===== config.mk =====
export PLATFORM = sky130hd
export DESIGN_NAME = conv3x3_stream_flat
export DESIGN_NICKNAME = d
export VERILOG_FILES = /design/src/rtl/conv3x3_stream_pkg.sv /design/src/rtl/conv3x3_stream_if.sv /design/src/rtl/conv3x3_stream_line_buffer.sv /design/src/rtl/conv3x3_stream.sv /design/src/flat_wrapper.sv
export SDC_FILE = /design/constraint.sdc
export NUM_CORES = 2
export LEC_CHECK = 0
export CAP_MARGIN = 25
export CORE_MARGIN = 5
export CORE_UTILIZATION = 40
export DETAILED_ROUTE_END_ITERATION = 7
export GPL_TIMING_DRIVEN = 0
export PLACE_DENSITY = 0.63
export SLEW_MARGIN = 20
export SYNTH_ARGS = -nofsm -noshare
export SYNTH_HDL_FRONTEND = slang
export SYNTH_SLANG_ARGS = --single-unit

===== constraint.sdc =====
create_clock -name clk -period 16.15 [get_ports clk]
set_input_delay 1.615 -clock clk [delete_from_list [all_inputs] [get_ports clk]]
set_output_delay 1.615 -clock clk [all_outputs]
set_load 0.01 [all_outputs]

===== src/rtl/conv3x3_stream_pkg.sv =====
// rtl/conv3x3_stream_pkg.sv - shared types and constants for the 3x3 convolution engine
package conv_pkg;

    localparam int KERNEL_TAPS = 9;

    typedef enum logic [1:0] {
        IDLE  = 2'd0,
        RUN   = 2'd1,
        DRAIN = 2'd2
    } state_t;

    // Nine full-scale products need four guard bits; one more keeps the sum signed.
    function automatic int acc_w(input int data_width, input int coef_width);
        return data_width + coef_width + 5;
    endfunction

endpackage


===== src/rtl/conv3x3_stream_if.sv =====
// rtl/conv3x3_stream_if.sv - kernel load, pixel stream and status bundle
interface conv3x3_stream_if #(
    parameter int DATA_WIDTH = 8,
    parameter int COEF_WIDTH = 8
);
    logic                  k_we;
    logic [3:0]            k_addr;
    logic [COEF_WIDTH-1:0] k_data;
    logic                  valid_in;
    logic                  ready_in;
    logic [DATA_WIDTH-1:0] pixel_IN;
    logic                  valid_out;
    logic                  ready_out;
    logic [DATA_WIDTH-1:0] pixel_OUT;
    logic                  busy;
    logic                  frame_done;

    modport slave (
        input  k_we, k_addr, k_data, valid_in, pixel_IN, ready_out,
        output ready_in, valid_out, pixel_OUT, busy, frame_done
    );

    modport master (
        output k_we, k_addr, k_data, valid_in, pixel_IN, ready_out,
        input  ready_in, valid_out, pixel_OUT, busy, frame_done
    );
endinterface


===== src/rtl/conv3x3_stream_line_buffer.sv =====
// rtl/conv3x3_stream_line_buffer.sv - enable-gated shift delay of DEPTH entries
module line_buffer #(
    parameter int DATA_WIDTH = 8,
    parameter int DEPTH      = 28
) (
    input  logic                  clk,
    input  logic                  i_en,
    input  logic [DATA_WIDTH-1:0] i_data,
    output logic [DATA_WIDTH-1:0] o_data
);
    logic [DATA_WIDTH-1:0] r_mem [DEPTH];

    // Shift one slot per accepted pixel; contents survive reset on purpose.
    always_ff @(posedge clk) begin
        if (i_en) begin
            r_mem[0] <= i_data;
            for (int i = 1; i < DEPTH; i++) begin
                r_mem[i] <= r_mem[i-1];
            end
        end
    end

    assign o_data = r_mem[DEPTH-1];
endmodule


===== src/rtl/conv3x3_stream.sv =====
// rtl/conv3x3_stream.sv - streaming 3x3 signed-kernel convolution with clamp and backpressure
module conv3x3_stream
    import conv_pkg::*;
#(
    parameter int DATA_WIDTH = 8,
    parameter int COEF_WIDTH = 8,
    parameter int IMG_W      = 28,
    parameter int IMG_H      = 28,
    parameter int SHIFT      = 0
) (
    input  logic            clk,
    input  logic            reset,
    conv3x3_stream_if.slave bus
);
    localparam int ACC_W  = acc_w(DATA_WIDTH, COEF_WIDTH);
    localparam int PROD_W = DATA_WIDTH + COEF_WIDTH + 1;
    localparam int COL_W  = $clog2(IMG_W);
    localparam int ROW_W  = $clog2(IMG_H);
    localparam logic [COL_W-1:0] COL_LAST = COL_W'(IMG_W - 1);
    localparam logic [ROW_W-1:0] ROW_LAST = ROW_W'(IMG_H - 1);
    localparam logic [COL_W-1:0] COL_TWO  = COL_W'(2);
    localparam logic [ROW_W-1:0] ROW_TWO  = ROW_W'(2);
    localparam logic signed [ACC_W-1:0] PIX_MAX = ACC_W'((1 << DATA_WIDTH) - 1);

    state_t                       r_state, w_state_nxt;
    logic [COL_W-1:0]             r_col;
    logic [ROW_W-1:0]             r_row;
    logic signed [COEF_WIDTH-1:0] r_kern [KERNEL_TAPS];
    logic [DATA_WIDTH-1:0]        r_win [3][3];
    logic                         r_win_v, r_v1, r_v2, r_valid_out;
    logic signed [PROD_W-1:0]     r_prod [KERNEL_TAPS];
    logic signed [ACC_W-1:0]      r_acc;
    logic [DATA_WIDTH-1:0]        r_pix_out;

    logic                         w_stall, w_ready_in, w_in_xfer, w_out_xfer;
    logic                         w_last_in, w_last_out, w_k_wr, w_win_ok;
    logic [DATA_WIDTH-1:0]        w_lb1, w_lb2;
    logic signed [PROD_W-1:0]     w_prod [KERNEL_TAPS];
    logic signed [ACC_W-1:0]      w_sum, w_shifted;
    logic [DATA_WIDTH-1:0]        w_clamped;

    assign w_stall    = r_valid_out & ~bus.ready_out;
    assign w_ready_in = ~w_stall & (r_state != DRAIN);
    assign w_in_xfer  = bus.valid_in & w_ready_in;
    assign w_out_xfer = r_valid_out & bus.ready_out;
    assign w_last_in  = w_in_xfer & (r_row == ROW_LAST) & (r_col == COL_LAST);
    // The last result leaves when nothing valid remains behind it in the pipe.
    assign w_last_out = (r_state == DRAIN) & w_out_xfer & ~r_win_v & ~r_v1 & ~r_v2;
    // A write racing the first pixel of a frame loses: the frame owns the kernel from then on.
    assign w_k_wr     = bus.k_we & (r_state == IDLE) & ~w_in_xfer & (bus.k_addr <= 4'd8);
    assign w_win_ok   = (r_row >= ROW_TWO) & (r_col >= COL_TWO);

    // Next-state logic for the frame sequencer.
    always_comb begin
        w_state_nxt = r_state;
        case (r_state)
            IDLE:    if (w_in_xfer)  w_state_nxt = RUN;
            RUN:     if (w_last_in)  w_state_nxt = DRAIN;
            DRAIN:   if (w_last_out) w_state_nxt = IDLE;
            default: w_state_nxt = IDLE;
        endcase
    end

    // State register and raster position counters.
    always_ff @(posedge clk or negedge reset) begin
        if (!reset) begin
            r_state <= IDLE;
            r_col   <= '0;
            r_row   <= '0;
        end else begin
            r_state <= w_state_nxt;
            if (w_in_xfer) begin
                if (r_col == COL_LAST) begin
                    r_col <= '0;
                    r_row <= (r_row == ROW_LAST) ? '0 : r_row + 1'b1;
                end else begin
                    r_col <= r_col + 1'b1;
                end
            end
        end
    end

    // Kernel coefficient registers, writable only between frames.
    always_ff @(posedge clk or negedge reset) begin
        if (!reset) begin
            for (int i = 0; i < KERNEL_TAPS; i++) begin
                r_kern[i] <= '0;
            end
        end else if (w_k_wr) begin
            r_kern[bus.k_addr] <= $signed(bus.k_data);
        end
    end

    line_buffer #(.DATA_WIDTH(DATA_WIDTH), .DEPTH(IMG_W)) u_lb1 (
        .clk    (clk),
        .i_en   (w_in_xfer),
        .i_data (bus.pixel_IN),
        .o_data (w_lb1)
    );

    line_buffer #(.DATA_WIDTH(DATA_WIDTH), .DEPTH(IMG_W)) u_lb2 (
        .clk    (clk),
        .i_en   (w_in_xfer),
        .i_data (w_lb1),
        .o_data (w_lb2)
    );

    // Slide the 3x3 window left by one column; newest column enters on the right.
    always_ff @(posedge clk) begin
        if (w_in_xfer) begin
            for (int i = 0; i < 3; i++) begin
                r_win[i][0] <= r_win[i][1];
                r_win[i][1] <= r_win[i][2];
            end
            r_win[0][2] <= w_lb2;
            r_win[1][2] <= w_lb1;
            r_win[2][2] <= bus.pixel_IN;
        end
    end

    // Products: unsigned pixel widened with a zero sign bit times sign-extended coefficient.
    always_comb begin
        for (int k = 0; k < KERNEL_TAPS; k++) begin
            w_prod[k] = '0;
        end
        for (int i = 0; i < 3; i++) begin
            for (int j = 0; j < 3; j++) begin
                w_prod[i*3+j] = PROD_W'(r_win[i][j]) * PROD_W'(r_kern[i*3+j]);
            end
        end
    end

    // Sum the registered products at full accumulator width.
    always_comb begin
        w_sum = '0;
        for (int k = 0; k < KERNEL_TAPS; k++) begin
            w_sum = w_sum + ACC_W'(r_prod[k]);
        end
    end

    assign w_shifted = r_acc >>> SHIFT;

    // Clamp the scaled accumulator into the unsigned pixel range.
    always_comb begin
        w_clamped = w_shifted[DATA_WIDTH-1:0];
        if (w_shifted[ACC_W-1]) begin
            w_clamped = '0;
        end else if (w_shifted > PIX_MAX) begin
            w_clamped = '1;
        end
    end

    // Product and accumulator stages; frozen with the rest of the pipe on a stall.
    always_ff @(posedge clk) begin
        if (!w_stall) begin
            for (int k = 0; k < KERNEL_TAPS; k++) begin
                r_prod[k] <= w_prod[k];
            end
            r_acc <= w_sum;
        end
    end

    // Valid tags travel with the data; the output register holds while stalled.
    always_ff @(posedge clk or negedge reset) begin
        if (!reset) begin
            r_win_v     <= 1'b0;
            r_v1        <= 1'b0;
            r_v2        <= 1'b0;
            r_valid_out <= 1'b0;
            r_pix_out   <= '0;
        end else if (!w_stall) begin
            r_win_v     <= w_in_xfer & w_win_ok;
            r_v1        <= r_win_v;
            r_v2        <= r_v1;
            r_valid_out <= r_v2;
            if (r_v2) begin
                r_pix_out <= w_clamped;
            end
        end
    end

    assign bus.ready_in   = w_ready_in;
    assign bus.valid_out  = r_valid_out;
    assign bus.pixel_OUT  = r_pix_out;
    assign bus.busy       = (r_state != IDLE);
    assign bus.frame_done = w_last_out;
endmodule


===== src/flat_wrapper.sv =====
// flat-port wrapper written by rule: the top's interface ports become plain ports
module conv3x3_stream_flat import conv_pkg::*;
#(
    parameter int DATA_WIDTH = 8,
    parameter int COEF_WIDTH = 8,
    parameter int IMG_W      = 28,
    parameter int IMG_H      = 28,
    parameter int SHIFT      = 0
)
  (clk, reset, bus_k_we, bus_k_addr, bus_k_data, bus_valid_in, bus_pixel_IN, bus_ready_out, bus_ready_in, bus_valid_out, bus_pixel_OUT, bus_busy, bus_frame_done);
  conv3x3_stream_if #(.DATA_WIDTH(DATA_WIDTH), .COEF_WIDTH(COEF_WIDTH)) bus_i ();
  input  logic clk;
  input  logic reset;
  input wire logic [$bits(bus_i.k_we)-1:0] bus_k_we;
  input wire logic [$bits(bus_i.k_addr)-1:0] bus_k_addr;
  input wire logic [$bits(bus_i.k_data)-1:0] bus_k_data;
  input wire logic [$bits(bus_i.valid_in)-1:0] bus_valid_in;
  input wire logic [$bits(bus_i.pixel_IN)-1:0] bus_pixel_IN;
  input wire logic [$bits(bus_i.ready_out)-1:0] bus_ready_out;
  output wire logic [$bits(bus_i.ready_in)-1:0] bus_ready_in;
  output wire logic [$bits(bus_i.valid_out)-1:0] bus_valid_out;
  output wire logic [$bits(bus_i.pixel_OUT)-1:0] bus_pixel_OUT;
  output wire logic [$bits(bus_i.busy)-1:0] bus_busy;
  output wire logic [$bits(bus_i.frame_done)-1:0] bus_frame_done;
  assign bus_i.k_we = bus_k_we;
  assign bus_i.k_addr = bus_k_addr;
  assign bus_i.k_data = bus_k_data;
  assign bus_i.valid_in = bus_valid_in;
  assign bus_i.pixel_IN = bus_pixel_IN;
  assign bus_i.ready_out = bus_ready_out;
  assign bus_ready_in = bus_i.ready_in;
  assign bus_valid_out = bus_i.valid_out;
  assign bus_pixel_OUT = bus_i.pixel_OUT;
  assign bus_busy = bus_i.busy;
  assign bus_frame_done = bus_i.frame_done;
  conv3x3_stream #(.DATA_WIDTH(DATA_WIDTH), .COEF_WIDTH(COEF_WIDTH), .IMG_W(IMG_W), .IMG_H(IMG_H), .SHIFT(SHIFT)) u_core (.clk(clk), .reset(reset), .bus(bus_i));
endmodule

Word level (Yosys, flattened, before mapping)
Memory sizes are Yosys's and may differ from the RTL's.
Cells that the tools add are included.

cells by class
  reduce and logical (&&, ||, !) cells = 6
  add/sub/neg operators = 10
  multipliers = 9
  magnitude comparators = 6
  bitwise operators = 22
  mux-type cells = 14
  eq/ne operators = 8

operators with widths
  cell                                                                count
  multiplier 9 x 8 -> 17 bit                                          9
  adder 21 x 17 -> 21 bit                                             6
  bitwise mux 72 bit                                                  1
  demux 8 bit (select 4 bit)                                          1
  two-way mux 8 bit                                                   3
  > comparator 21 x 9 -> 1 bit (second input constant)                1
  adder 18 x 17 -> 19 bit                                             1
  adder 17 x 17 -> 18 bit                                             1
  bitwise AND 1 bit                                                   15
  adder 5 x 1 -> 5 bit (second input constant)                        2
  equality test 5 bit (second input constant)                         2
  greater-or-equal comparator 5 x 2 -> 1 bit (second input constant)  2
  two-way mux 5 bit                                                   2
  two-way mux 2 bit                                                   3
  inverter 1 bit                                                      6
  case mux 2 bit (3 select lines)                                     1
  greater-or-equal comparator 5 bit (second input constant)           1
  less-than comparator 5 x 1 -> 1 bit (second input constant)         1
  inverter 4 -> 5 bit                                                 1
  <= comparator 4 bit (second input constant)                         1
  != test 2 x 1 -> 1 bit (second input constant)                      2
  != test 2 bit (second input constant)                               2
  AND reduction 2 bit                                                 2
  two-way mux 1 bit                                                   3
  6 further kinds                                                     6

storage, ports and cells
  output and inout bits = 12
  memories kept = 4
  bits in writable memories = 673
  register bits = 117

memory list
  name                depth  bits a word  rd ports  clocked after memory_dff  write ports  RTL line                          RTL
  u_core.u_lb1.r_mem  28     8            28        0                         28           conv3x3_stream_line_buffer.sv:11  logic [DATA_WIDTH-1:0] r_mem [DEPTH];
  u_core.u_lb2.r_mem  28     8            28        0                         28           conv3x3_stream_line_buffer.sv:11
  u_core.r_prod       9      17           9         0                         9            conv3x3_stream.sv:31              logic signed [PROD_W-1:0] r_prod [KERNEL_TAPS];
  u_core.r_win        3      24           3         0                         3            conv3x3_stream.sv:29              logic [DATA_WIDTH-1:0] r_win [3][3];

Depth between registers and ports, before layout
  depth in word-level cells = 9
  depth in mapped cells = 24

By module
Synthesis repeated with hierarchy kept, for this count alone.

second synthesis, totals
  cell total of the unflattened synthesis = 3760
  area total of the unflattened synthesis = 48571.6 µm²

by module, submodules not included
  module          times used  sequential area each (µm²)  area each (µm²)  cells an instance
  conv3x3_stream  1           9789.4                      34998.6          3296
  line_buffer     2           6726.5                      6786.5           232

Least setup slack after synthesis
OpenSTA, ideal clock, no wires.

  kind = input to register
  from = input bus_ready_out
  to = register u_core.r_row[0]
  slack = 5.320 ns
  setup time = 0.083 ns
  cell stages on the path = 8
  required time = 16.067 ns
  data arrival time = 10.747 ns
  cell sequence = nand2b_1 > buf_2 > and2_1 > nand2_1 > inv_2 > nand2_1 > or3_1 > o21ai_0

between the ends
  word-level cells in the longest chain between the ends = 6

ends and longest elaborated chain
  what                                  RTL line                         RTL
  start, declared                       flat_wrapper.sv:19               input wire logic [$bits(bus_i.ready_out)-1:0] bus_ready_out;
  inverter 1 bit                        conv3x3_stream.sv:42             assign w_stall = r_valid_out & ~bus.ready_out;
  bitwise AND 1 bit                     conv3x3_stream.sv:42
  inverter 1 bit                        conv3x3_stream.sv:43             assign w_ready_in = ~w_stall & (r_state != DRAIN);
  bitwise AND 1 bit                     conv3x3_stream.sv:43
  net bus_ready_in                      flat_wrapper.sv:20               output wire logic [$bits(bus_i.ready_in)-1:0] bus_ready_in;
  bitwise AND 1 bit                     conv3x3_stream.sv:44             assign w_in_xfer = bus.valid_in & w_ready_in;
  net u_core.u_lb1.i_en                 conv3x3_stream_line_buffer.sv:7  input logic i_en,
  AND reduction 2 bit (no source line)  --
  end signal, assigned                  conv3x3_stream.sv:75             r_row <= (r_row == ROW_LAST) ? '0 : r_row + 1'b1;
  end, declared                         conv3x3_stream.sv:27             logic [ROW_W-1:0] r_row;

The timed path passes the listed nets, and every way through them passes these cells.
A chain may end at the register's enable or synchronous reset.

==> qor.csv <==
metric;value;unit
ys_ff_latch;742;
crit_chain;fa_1, ha_1, fa_1, a211oi_1, o21ai_1, a41oi_2, o21ai_2, a221o_1, a21oi_1, xnor2_1, fa_1, inv_1, fa_1, fa_1, fa_1, inv_1, ha_1, a21oi_1, nor2_1, a211oi_1, a21oi_1, a31oi_1, o311ai_1;
yosys.area_share.xor_xnor;2.181;%
place.port_buffers;35;
io_pins;37;
postSynthCellCount;3647;
synth.avg_cell_area;12.88;sq um
clock_skew;0.02775;ns
synth_nets;4546;
cts.reportedPaths.clkPinSlew;0.07;ns
worstHoldStart;u_core.u_lb1.r_mem[1][48];
synth_edf_count;646;
layout.cells.most_common_list;646 x edfxtp_1, 630 x inv_1, 444 x fa_1, 430 x ha_1, 306 x and2_1;
nets;4670;
min_period;6.981;ns
cts_resized;0;
synth_cell_types;62;
drc;0;
die_y;352.7;um
worst_slew_pin_slew;0.9256;ns
final_common_cell;edfxtp_1;
grt_pass1_wl;148400;um
critPathMostFrequentCell;fa_1;
drt-total-wl;91200;um
synth_compound_area_share;4.758;%
syn_area;0.04699;sq mm
coreArea;0.1164;sq mm
maxSlewHeadroom;38.10;%
grt_usage;14.92;%
hpwlAfterDp;67460;um
cts_setup_buffers;0;
synth_top_area_share;41.28;%
power.leakage;22.95;nW
rsz0062_at_grt;no;
finalSetupViolCount;0;
firstDrtPassIters;5;
yosysSeqAreaShare;46.39;%
clock_sinks;742;
synth_area_leaders;edfxtp_1 41%, fa_1 19%, ha_1 11%;
clockBufferDepth;3;
crit_slowest_cell;fa_1;
wire_per_inst;17.01;um
cts_tree;yes;
h-tree-depth;3;
grt_pass1_vias;27308;
worstPathArrival;7.36;ns
ctsHoldBuffers;0;
crit-reg2reg-launch;u_core.r_prod[0][1];
syn_to_final_growth;10.89;%
holdWs;0.4133;ns
clock_latency;0.65;ns
power;3.905;mW
synth_fa_ha_area_share;30.37;%
async_reset_ff_share;12.94;%
slowest_delay;0.53;ns
hp-class;reg -> reg;
dr_total_vias;26242;
antenna_left;0;
criticalPathCategory;reg -> reg;
cts_buffers;78;
post-route-period-util;43.23;%
antenna_found_initial;6;
drt_first_iter_violations;1655;
synth-simple-area-share;9.248;%
cp-end-kind;flip-flop;
routed_via_density;4.893;
die_area;0.1244;sq mm
cts_root_buf;clkbuf_16;
yosys_warnings;0;
fp-row-count;125;
p_per_area;74.95;mW/mm^2
cp-start-kind;flip-flop;
muxShareOfSynthArea;1.773;%
drv_cap;0;
drive_gt1_share;5.761;%
startpoint;u_core.r_prod[0][1];
finalCoreUtilization;44.78;%
ys.flop_type;edfxtp_1;
grt_remaining_overflow;0;
synth_top_area_cell;edfxtp_1;
required;16.53;ns
max_freq;143.2;MHz
slew_violations;0;
grt_start_max_net_pins;116;
setup_tns;0;ns
die-width;352.7;um
status;complete, no violations;
synth_top_family_by_area;adder cells;
crit_path_max_fanout;7;
ir_worst_vdd;0.07579;mV
start_util;40.38;%
place_congestion;0.8715;
hold_viol_final;0;
## routing by layer
metal | routed length (um) | track usage, %
met2 | 42860 | 24.23
met4 | 2178 | 3.946
met1 | 41370 | 20.69
met5 | 9 | 0
met3 | 4785 | 2.885
## flip-flops by register name, summed over array words and instances, names as in the netlist
signal and cells:
u_core.r_win_v 1, u_core.r_win 47, u_core.r_acc 21, u_core.r_row 5, u_core.u_lb1.r_mem 201, u_core.r_v2 1
u_core.r_prod 153, u_core.r_col 5, u_core.r_kern 72, u_core.r_state 2, u_core.r_v1 1, u_core.u_lb2.r_mem 224
u_core.bus.valid_out 1, u_core.bus.pixel_OUT 8
## worst max-delay path, delay by kind of cell (launching register included)
kind / cells / cell delay [ns]
xor+xnor: 1 / 0.17
flops: 1 / 0.45
buf+inv: 2 / 0.13
fa+ha+maj: 8 / 3.54
simple gates: 1 / 0.06
compound gates: 11 / 2.35
## final timing paths
kind / slack, ns / endpoint / depth (start not counted)
max: 9.17 / u_core.r_acc[20] / 23
min: 0.41 / u_core.u_lb1.r_mem[1][56] / 0
max reg2reg: 9.17 / u_core.r_acc[20] / 23
min reg2reg: 0.41 / u_core.u_lb1.r_mem[1][56] / 0
max in group asynchronous: 14.53 / u_core.r_kern[47] / 3
min in group asynchronous: 0.77 / u_core.r_kern[67] / 1
## cell usage after synthesis (4+ instances only)
cell type and count:
a2111oi_0 6, nand2b_1 78, clkbuf_1 25, or3b_1 5, and3_1 12, edfxtp_1 646
nor3_1 16, dfrtp_1 96, fa_1 444, o31a_1 6, o22ai_1 8, ha_1 430
a2bb2oi_1 5, o21a_1 36, a31o_2 6, nor2_1 113, nand4_1 4, o221ai_1 5
a21o_1 29, a311oi_1 9, inv_1 630, o21ai_0 58, xor2_1 29, a21oi_1 76
o31ai_1 10, nor4_1 5, a211oi_1 22, a31oi_1 5, o21bai_1 16, nand2_1 261
mux2_2 71, nand3_1 13, o21ai_1 14, xnor2_1 88, nor2b_1 17, or3_1 5
and2_1 306
## cell families after synthesis
kind of cell               Yosys count
and+or+nand+nor                    845
DFF                                742
xor gates and xnor gates           117
adders and majority gates          874
muxes                               74
AOI/OAI and AO/OA                  335
buffers and inverters              660
## area by class of cell
type / instances / area [sq um]
Fill cell: 10515 / 64260
Multi-Input combinational cell: 2245 / 22710
Sequential cell: 742 / 21800
Inverter: 631 / 2376
Clock buffer: 100 / 2100
Tap cell: 1524 / 1907
Timing Repair Buffer: 44 / 546.8
Clock inverter: 45 / 536.8
Buffer: 29 / 123.9
Antenna cell: 3 / 7.507
## where the power goes
group,switching (mW),internal [mW]
Clock,0.775,1.05
Combinational,0.0173,0.00666
Sequential,0,2.06
## metrics by stage
| step | std cells | cell area (sq um) | worst slack (ns) |
|---|---|---|---|
| 2_1_floorplan | 3647 | 46990 | 5.320 |
| 3_3_place_gp | 5206 | 49250 | 1.510 |
| 3_5_place_dp | 5214 | 49450 | 9.287 |
| 4_1_cts | 5359 | 52080 | 9.197 |
| 5_1_grt | 5360 | 52100 | 8.824 |
| 6_report | 5363 | 52110 | 9.169 |
No activity file was read; power rests on OpenSTA's default activity.
